`src/rtl/fp_sum_collector.sv`:
```
`default_nettype none
// +----------------------------------------------------------------------------+
// | Module   : fp_sum_collector                                                |
// | Purpose  : Captures the sum output of fp_adder_pipeline (which has no      |
// |            valid, stall or reset) into a small result FIFO. A tag delay    |
// |            line marks which adder output cycles carry real results, and    |
// |            a credit check throttles issue so every result finds a slot.    |
// |            Each stored sum is classified as {nan, inf, zero, sign}.        |
// | Ports    : clk, rst_n (sync, active-low)                                   |
// |            issue_valid / issue_ready : operand issue handshake            |
// |            add_sum                   : adder sum output                    |
// |            out_valid / out_ready     : result FIFO head handshake          |
// |            out_data, out_flags       : head sum and its classification    |
// |            out_level                 : number of stored entries            |
// | Revision : 1.0  initial release                                            |
// +----------------------------------------------------------------------------+
module fp_sum_collector #(
  parameter int LATENCY = 5,
  parameter int DEPTH   = 8,
  parameter int ADDR_W  = 3
) (
  input  logic              clk,
  input  logic              rst_n,
  input  logic              issue_valid,
  output logic              issue_ready,
  input  logic [31:0]       add_sum,
  output logic              out_valid,
  input  logic              out_ready,
  output logic [31:0]       out_data,
  output logic [3:0]        out_flags,
  output logic [ADDR_W:0]   out_level
);

  localparam logic [ADDR_W:0]   c_depth     = (ADDR_W+1)'(DEPTH);
  localparam logic [ADDR_W+1:0] c_depth_ext = (ADDR_W+2)'(DEPTH);

  // Tag delay line: bit 0 is loaded on accept, bit LATENCY leaves the line
  // in the cycle the matching sum sits on add_sum.
  logic [LATENCY:0]   r_tag;
  logic [ADDR_W:0]    r_inflight;
  logic [ADDR_W:0]    r_level;
  logic [ADDR_W-1:0]  r_wr_ptr;
  logic [ADDR_W-1:0]  r_rd_ptr;
  logic [35:0]        r_mem [DEPTH];

  logic               w_accept;
  logic               w_write;
  logic               w_pop;
  logic [ADDR_W+1:0]  w_committed;
  logic [7:0]         w_exp;
  logic [22:0]        w_frac;
  logic [3:0]         w_flags;

  // Credits cover both stored entries and results still inside the adder,
  // so a tagged result can never arrive at a full FIFO.
  assign w_committed = {1'b0, r_level} + {1'b0, r_inflight};
  assign issue_ready = rst_n && (w_committed < c_depth_ext);
  assign w_accept    = issue_valid && issue_ready;
  assign w_write     = r_tag[LATENCY];
  assign out_valid   = (r_level != '0);
  assign w_pop       = out_valid && out_ready;
  assign out_level   = r_level;

  // Empty FIFO presents zeros rather than a stale entry.
  assign out_data    = out_valid ? r_mem[r_rd_ptr][31:0]  : 32'h0;
  assign out_flags   = out_valid ? r_mem[r_rd_ptr][35:32] : 4'h0;

  // Classification of the incoming sum; denormals only report sign.
  assign w_exp   = add_sum[30:23];
  assign w_frac  = add_sum[22:0];
  assign w_flags = {(w_exp == 8'hFF) && (w_frac != '0),
                    (w_exp == 8'hFF) && (w_frac == '0),
                    (w_exp == 8'h00) && (w_frac == '0),
                    add_sum[31]};

  always_ff @(posedge clk) begin
    if (!rst_n) begin
      r_tag      <= '0;
      r_inflight <= '0;
      r_level    <= '0;
      r_wr_ptr   <= '0;
      r_rd_ptr   <= '0;
    end else begin
      r_tag <= {r_tag[LATENCY-1:0], w_accept};

      case ({w_accept, w_write})
        2'b10:   r_inflight <= r_inflight + (ADDR_W+1)'(1);
        2'b01:   r_inflight <= r_inflight - (ADDR_W+1)'(1);
        default: r_inflight <= r_inflight;
      endcase

      case ({w_write, w_pop})
        2'b10:   r_level <= r_level + (ADDR_W+1)'(1);
        2'b01:   r_level <= r_level - (ADDR_W+1)'(1);
        default: r_level <= r_level;
      endcase

      if (w_write) begin
        r_wr_ptr <= r_wr_ptr + ADDR_W'(1);
      end
      if (w_pop) begin
        r_rd_ptr <= r_rd_ptr + ADDR_W'(1);
      end
    end
  end

  // Storage needs no reset: r_level gates everything read from it.
  always_ff @(posedge clk) begin
    if (rst_n && w_write) begin
      r_mem[r_wr_ptr] <= {w_flags, add_sum};
    end
  end

  // The credit rule must make a write into a full FIFO impossible.
  a_no_overflow : assert property (@(posedge clk) disable iff (!rst_n)
                                   !(w_write && (r_level == c_depth)));

endmodule
`default_nettype wire

```
`config.mk`:
```
export PLATFORM = sky130hd
export DESIGN_NAME = fp_sum_collector
export DESIGN_NICKNAME = d
export VERILOG_FILES = /design/src/rtl/fp_sum_collector.sv
export SDC_FILE = /design/constraint.sdc
export NUM_CORES = 1
export LEC_CHECK = 0
export BUFFER_PORTS_ARGS = -buffer_cell sky130_fd_sc_hd__clkbuf_2
export CORE_MARGIN = 2
export CORE_UTILIZATION = 42
export CTS_CLUSTER_SIZE = 20
export DETAILED_ROUTE_END_ITERATION = 7
export PLACE_DENSITY_LB_ADDON = 0.3
export SLEW_MARGIN = 40
export SYNTH_ARGS = -nofsm -noshare
export SYNTH_HDL_FRONTEND = slang
export SYNTH_SLANG_ARGS = --single-unit
export TNS_END_PERCENT = 5
```
`constraint.sdc`:
```
create_clock -name clk -period 4.55 [get_ports clk]
set_input_delay 0.6825 -clock clk [delete_from_list [all_inputs] [get_ports clk]]
set_output_delay 0.6825 -clock clk [all_outputs]
set_load 0.05 [all_outputs]
```
==> results.json, run 1 <==
{
  "status": "finished, final reports clean",
  "cp_max_fo": 26,
  "relSlewSlack_pct": 52.2,
  "clk_pin_slew_ns": 0.06,
  "drv_cap": 0,
  "rows": 61,
  "fp.coreArea_um2": 27800,
  "crit_family": "buffers and inverters",
  "io_pins": 78,
  "critical_path_class": "reg -> out",
  "slowest_delay_ns": 0.59,
  "cts_resized": 0,
  "drtAntennaViolNets": 0,
  "gp_congestion": 0.719,
  "die_h_um": 172,
  "grt_pass1_wl_um": 35100,
  "wl_um": 23300,
  "ys_seq_area_share_pct": 74.8,
  "cts_tree": "yes",
  "root_buffer": "clkbuf_16",
  "io_buffer_count": 77,
  "layout-drive-gt1-share_pct": 31.8,
  "vias": 5682,
  "syn_nets": 633,
  "cts_buffers": 30,
  "power_mw": 5.52,
  "routedWlPerCell_um": 21.5,
  "cp.required_ns": 3.87,
  "vias_per_cell": 5.25,
  "clk_latency_ns": 0.55,
  "crit_buf_inv": 3,
  "cts.sinks": 303,
  "fin_crit_sh_pct": 75.8,
  "grt_usage_pct": 16.1,
  "grt_pass1_vias": 6073,
  "syn_area_um2": 11900,
  "critical_path.most_common_cell": "buf_12",
  "cp.arrival_ns": 2.77,
  "worst_setup_path_end_kind": "output pin",
  "die_area_um2": 29600,
  "gr-total-overflow": 0,
  "worst_pin_slew_ns": 0.717,
  "power.density_nw_per_um2": 401,
  "rsz0062_at_grt": "no",
  "skew_ns": 0.00869,
  "final_common_cell": "edfxtp_1",
  "finalNetCount": 733,
  "drt_iter0_markers": 427,
  "setup_tns_ns": 0,
  "drc_errors": 0,
  "postCtsHoldBufs": 0,
  "synth_cell_types": 35,
  "fp.dieW_um": 172,
  "register_area_um2": 8880,
  "ir_drop_v": 0.000269,
  "fmax_mhz": 290,
  "setup_violations": 0,
  "cts_setup_buffers": 0,
  "syn_avg_cell_area_um2": 20.3,
  "hp-class": "in -> reg",
  "critPathLaunchType": "flop",
  "grt_antenna_before_repair": 2,
  "critical-path-slowest-cell": "dfxtp_4",
  "multi_input_area_um2": 2860,
  "final_max_slew_viol_count": 0,
  "grt_max_degree": 38,
  "period_minus_slack_ns": 3.45,
  "htree_levels": 1,
  "cp_cell_sequence": "buf_12 > buf_12 > mux4_2 > mux2i_1 > nor2_1 > clkbuf_2",
  "fill_cells": 2276,
  "area_growth_pct": 16.1,
  "synth_cells": 584,
  "start_util_pct": 42.7,
  "dr.pass1.iters": 4,
  "dp_hpwl_um": 13500,
  "finalHoldViolCount": 0,
  "ys.warnings.count": 0,
  "power.leakage_nw": 4.43,
  "cts.path.max_buffers": 3,
  "final_cell_mix": "edfxtp_1, clkbuf_2, mux4_2",
  "synth-seq-cells": 303
}
## path summary, 6_finish.rpt
| path | startpoint | end | slack, ns | cells past startpoint |
|---|---|---|---|---|
| worst max-delay path | flop | out_data[0] | 1.10 | 6 |
| worst min-delay path | issue_valid | r_tag[0] | 0.38 | 2 |
| worst max register to register | out_level[3] | r_inflight[3] | 1.58 | 11 |
| worst min register to register | r_tag[1] | r_tag[2] | 0.44 | 1 |
## power breakdown
group	internal (mW)	total [mW]	switching, mW
Clock	1.40	2.36	0.964
Sequential	3.04	3.04	0.00454
Combinational	0.0353	0.112	0.0767
Total	4.47	5.52	1.05
## synth_stat cells (all sizes together)
cell | number | share of area [%]
ha | 11 | 1.2
inv | 9 | 0.28
xnor2 | 4 | 0.30
dlygate4sd1 | 1 | 0.074
nor2b | 2 | 0.11
nand2 | 11 | 0.35
nor4 | 9 | 0.60
xor2 | 3 | 0.22
a21o | 2 | 0.13
a21boi | 1 | 0.063
clkbuf | 13 | 0.41
nand3 | 2 | 0.084
nand4 | 3 | 0.16
nand2b | 4 | 0.21
a21oi | 3 | 0.13
a31o | 1 | 0.074
or4b | 1 | 0.084
mux2i | 41 | 3.5
mux4 | 70 | 13
edfxtp | 280 | 71
and3 | 1 | 0.053
and2 | 17 | 0.92
dfxtp | 23 | 3.9
nand3b | 1 | 0.063
fa | 2 | 0.34
nor2 | 44 | 1.4
buf | 15 | 0.82
o21ai | 4 | 0.17
nor3 | 6 | 0.25
## area by class of cell
cell class / count / area share (%)
Clock buffer: 37 / 5.80
Sequential cell: 303 / 64.5
Clock inverter: 13 / 1.03
Multi-Input combinational cell: 243 / 20.8
Inverter: 9 / 0.245
Antenna cell: 2 / 0.0363
Timing Repair Buffer: 97 / 4.22
Tap cell: 378 / 3.43
## through the flow
stage	instance area, um2	util [%]	hold WS, ns	setup slack [ns]	cells
floorplan	11900	-	0.412	0.657	584
detailed placement	12800	46.0	0.426	1.31	1028
finish	13800	49.6	0.376	1.10	1082
global route	13800	49.5	0.375	0.899	1080
global placement	12800	45.9	0.416	1.45	1028
CTS	13700	49.3	0.364	0.913	1078
## cell families after synthesis
| kind of cell | Yosys count | synth area share, % |
|---|---|---|
| flip-flops | 303 | 74.8 |
| multiplexers | 111 | 16.8 |
| AND/OR/NAND/NOR | 101 | 4.27 |
| buffers and inverters | 38 | 1.59 |
| adder cells (fa/ha/maj) | 13 | 1.50 |
| AO/OA/AOI/OAI | 11 | 0.559 |
| XOR/XNOR | 7 | 0.517 |
## per-layer routing
| metal | GRT usage [%] | routed length (um) | up-vias |
|---|---|---|---|
| li1 | - | - | 2548 |
| met1 | 20.5 | 9620 | 2948 |
| met2 | 28.0 | 12000 | 142 |
| met3 | 3.04 | 1110 | 42 |
| met4 | 4.71 | 531 | 2 |
| met5 | 0 | 13 | - |
## worst reg2reg max path: cells and delay by family, from the launching register on
family                     cells  cell delay, ns
AOI/OAI and AO/OA              3            0.52
and+or+nand+nor                2            0.68
muxes                          2            0.44
adders and majority gates      3            0.78
buffers and inverters          1            0.05
DFF                            1            0.44
## sequential cells by signal, indices dropped and copies added (netlist names), named ones only
signal	flops
r_rd_ptr	3
r_inflight	4
r_mem	280
r_wr_ptr	3
out_level	4
r_tag	6
(Power assumes the default switching activity.)
==> run 2, diff against run 1 <==
clock period = 3.45 ns   (was 4.55 ns; I/O delays follow)
==> run 2 against run 1 <==
  * Register-to-register slack lost 1.1 ns
  * Total power grew 31%
  * Sequential power grew 32%
  * Clock skew grew 0.0042 ns
  * Design area is essentially flat
  * Combinational power grew 34%
  * Clock power grew 30%
  * Global-route usage grew 0.052 points
  * Highest routed layer is now met4
  * Non-clock buffer count shrank 1
  * First-iteration DRC count grew 0.70%
  * Count of clock-buffer cells in the layout grew 7
  * Largest cell class unchanged
==> results.json, run 2 (synthesis gave the netlist of run 1 again) <==
{
  "cp.arrival_ns": 2.67,
  "cts_resized": 0,
  "finalNetCount": 733,
  "vias": 5697,
  "io_pins": 78,
  "gr-total-overflow": 0,
  "largest_register_ffs": 280,
  "die_area_um2": 29600,
  "relSlewSlack_pct": 58.0,
  "reg2reg_depth": 11,
  "cts_buffers": 31,
  "layout-drive-gt1-share_pct": 31.8,
  "area_growth_pct": 16.0,
  "setup_tns_ns": 0,
  "min_to": "r_tag[0]",
  "worst_setup_path_end_kind": "output pin",
  "antennaDiodeCount": 0,
  "vias_per_cell": 5.25,
  "skew_ns": 0.0129,
  "die_h_um": 172,
  "postCtsHoldBufs": 0,
  "gp_congestion": 0.724,
  "clk_latency_ns": 0.54,
  "rr_startpoint": "out_level[3]",
  "cts_tree": "yes",
  "grt_usage_pct": 16.1,
  "fin_crit_sh_pct": 92.3,
  "switching_share_pct": 19.2,
  "worst_pin_slew_ns": 0.629,
  "hold_start": "issue_valid",
  "grt_pass1_wl_um": 35600,
  "switchingPower_mw": 1.39,
  "grt_max_degree": 39,
  "ir_drop_v": 0.000338,
  "finalHoldViolCount": 0,
  "fp.dieW_um": 172,
  "critical_path_class": "reg -> out",
  "fill_cells": 2277,
  "clk_pin_slew_ns": 0.06,
  "cp.required_ns": 2.93,
  "period_minus_slack_ns": 3.18,
  "drc_errors": 0,
  "final_max_slew_viol_count": 0,
  "drv_cap": 0,
  "hp-class": "in -> reg",
  "grt_antenna_before_repair": 0,
  "cp_max_fo": 19,
  "cts_setup_buffers": 0,
  "status": "finished, final reports clean",
  "root_buffer": "clkbuf_16",
  "critPathLaunchType": "flop",
  "p_comb_share_pct": 2.1,
  "fp.coreArea_um2": 27800,
  "multi_input_area_um2": 2870,
  "setup_violations": 0,
  "drt_iter0_markers": 430,
  "critical-path-slowest-cell": "mux4_2",
  "htree_levels": 1,
  "final_cell_mix": "edfxtp_1, clkbuf_2, mux4_2",
  "rows": 61,
  "start_util_pct": 42.7,
  "drtAntennaViolNets": 0,
  "power.leakage_nw": 4.44,
  "final_common_cell": "edfxtp_1",
  "whs_path_depth": 2,
  "dp_hpwl_um": 13400,
  "io_buffer_count": 77,
  "register_area_um2": 8880,
  "rsz0062_at_grt": "no",
  "wl_um": 23400,
  "p_int_mw": 5.84,
  "cts.path.max_buffers": 3,
  "cp_cell_sequence": "buf_4 > mux4_2 > mux2i_1 > nor2_1 > clkbuf_2",
  "grt_pass1_vias": 6081,
  "crit_family": "multiplexers",
  "regToRegSetupSlack_ns": 0.45,
  "seq_power_share_pct": 55.5,
  "routedWlPerCell_um": 21.6,
  "crit_buf_inv": 2,
  "cts.sinks": 303,
  "dr.pass1.iters": 4,
  "regMostFlops": "r_mem",
  "pwr-share-clk_pct": 42.4,
  "reg.largest.list": "r_mem: 280 flops, r_tag: 6 flops",
  "power_mw": 7.22,
  "slowest_delay_ns": 0.55,
  "r2r-end": "r_inflight[3]",
  "fmax_mhz": 314,
  "power.density_nw_per_um2": 525
}
-- run 2: cell types whose count changed in the layout (fill, tap and decap cells not counted), moves of 2 or more --
cell,change
clkbuf_1,+4
clkinv_2,+4
clkbuf_8,+3
clkinvlp_4,-3
bufinv_16,-2
diode_2,-2
-- run 2: area by class of cell --
class | count | area share (%)
clock buffers | 44 | 6.21
clock inverters | 13 | 0.600
inverters | 9 | 0.246
multi-input cells | 243 | 20.9
flip-flops and latches | 303 | 64.5
well taps | 378 | 3.44
repair buffers | 96 | 4.11
-- run 2: stage by stage --
stage / area [um2] / util, % / setup WS [ns] / std cells / hold WS, ns
final: 13800 / 49.5 / 0.265 / 1086 / 0.228
after global placement: 12800 / 46.1 / 0.625 / 1029 / 0.416
after detailed placement: 12800 / 46.1 / 0.456 / 1029 / 0.426
after floorplan: 11900 / - / -0.120 / 584 / 0.412
after global routing: 13800 / 49.5 / 0.0728 / 1086 / 0.226
after CTS: 13700 / 49.5 / 0.211 / 1086 / 0.200
-- run 2: worst max path at each step --
stage	slack [ns]	from	depth (start not counted)	endpoint
2_1_floorplan	-0.12	out_level[3]	11	r_inflight[3]
3_3_place_gp	0.63	out_level[3]	11	r_inflight[3]
3_5_place_dp	0.46	out_level[3]	11	r_inflight[3]
4_1_cts	0.21	flop	5	out_data[0]
5_1_grt	0.07	flop	5	out_data[0]
6_report	0.27	flop	5	out_data[0]
-- run 2: worst register-to-register path, delay by kind of cell (launching register included) --
family,cells,cell delay (ns)
AO/OA/AOI/OAI,3,0.49
adder cells (fa/ha/maj),3,0.79
buffers and inverters,1,0.05
flip-flops,1,0.44
multiplexers,2,0.46
AND/OR/NAND/NOR,2,0.71
-- run 2: layer usage --
metal / routed length (um) / share of wire, % / global-route usage (%) / vias to the layer above
met5: 0 / 0 / 0 / -
met4: 261 / 1.1 / 3.36 / 0
met3: 1050 / 4.5 / 2.68 / 20
met2: 11800 / 51 / 27.5 / 112
met1: 10300 / 44 / 22.0 / 3014
li1: - / - / - / 2551
-- run 2: power groups by stage --
stage               clock, mW  combinational, mW  sequential, mW
floorplan                   0             0.0718            4.09
global placement            0              0.145            4.09
detailed placement          0              0.152            4.09
CTS                      3.14              0.152            4.01
global route             3.30              0.165            4.01
finish                   3.06              0.150            4.01
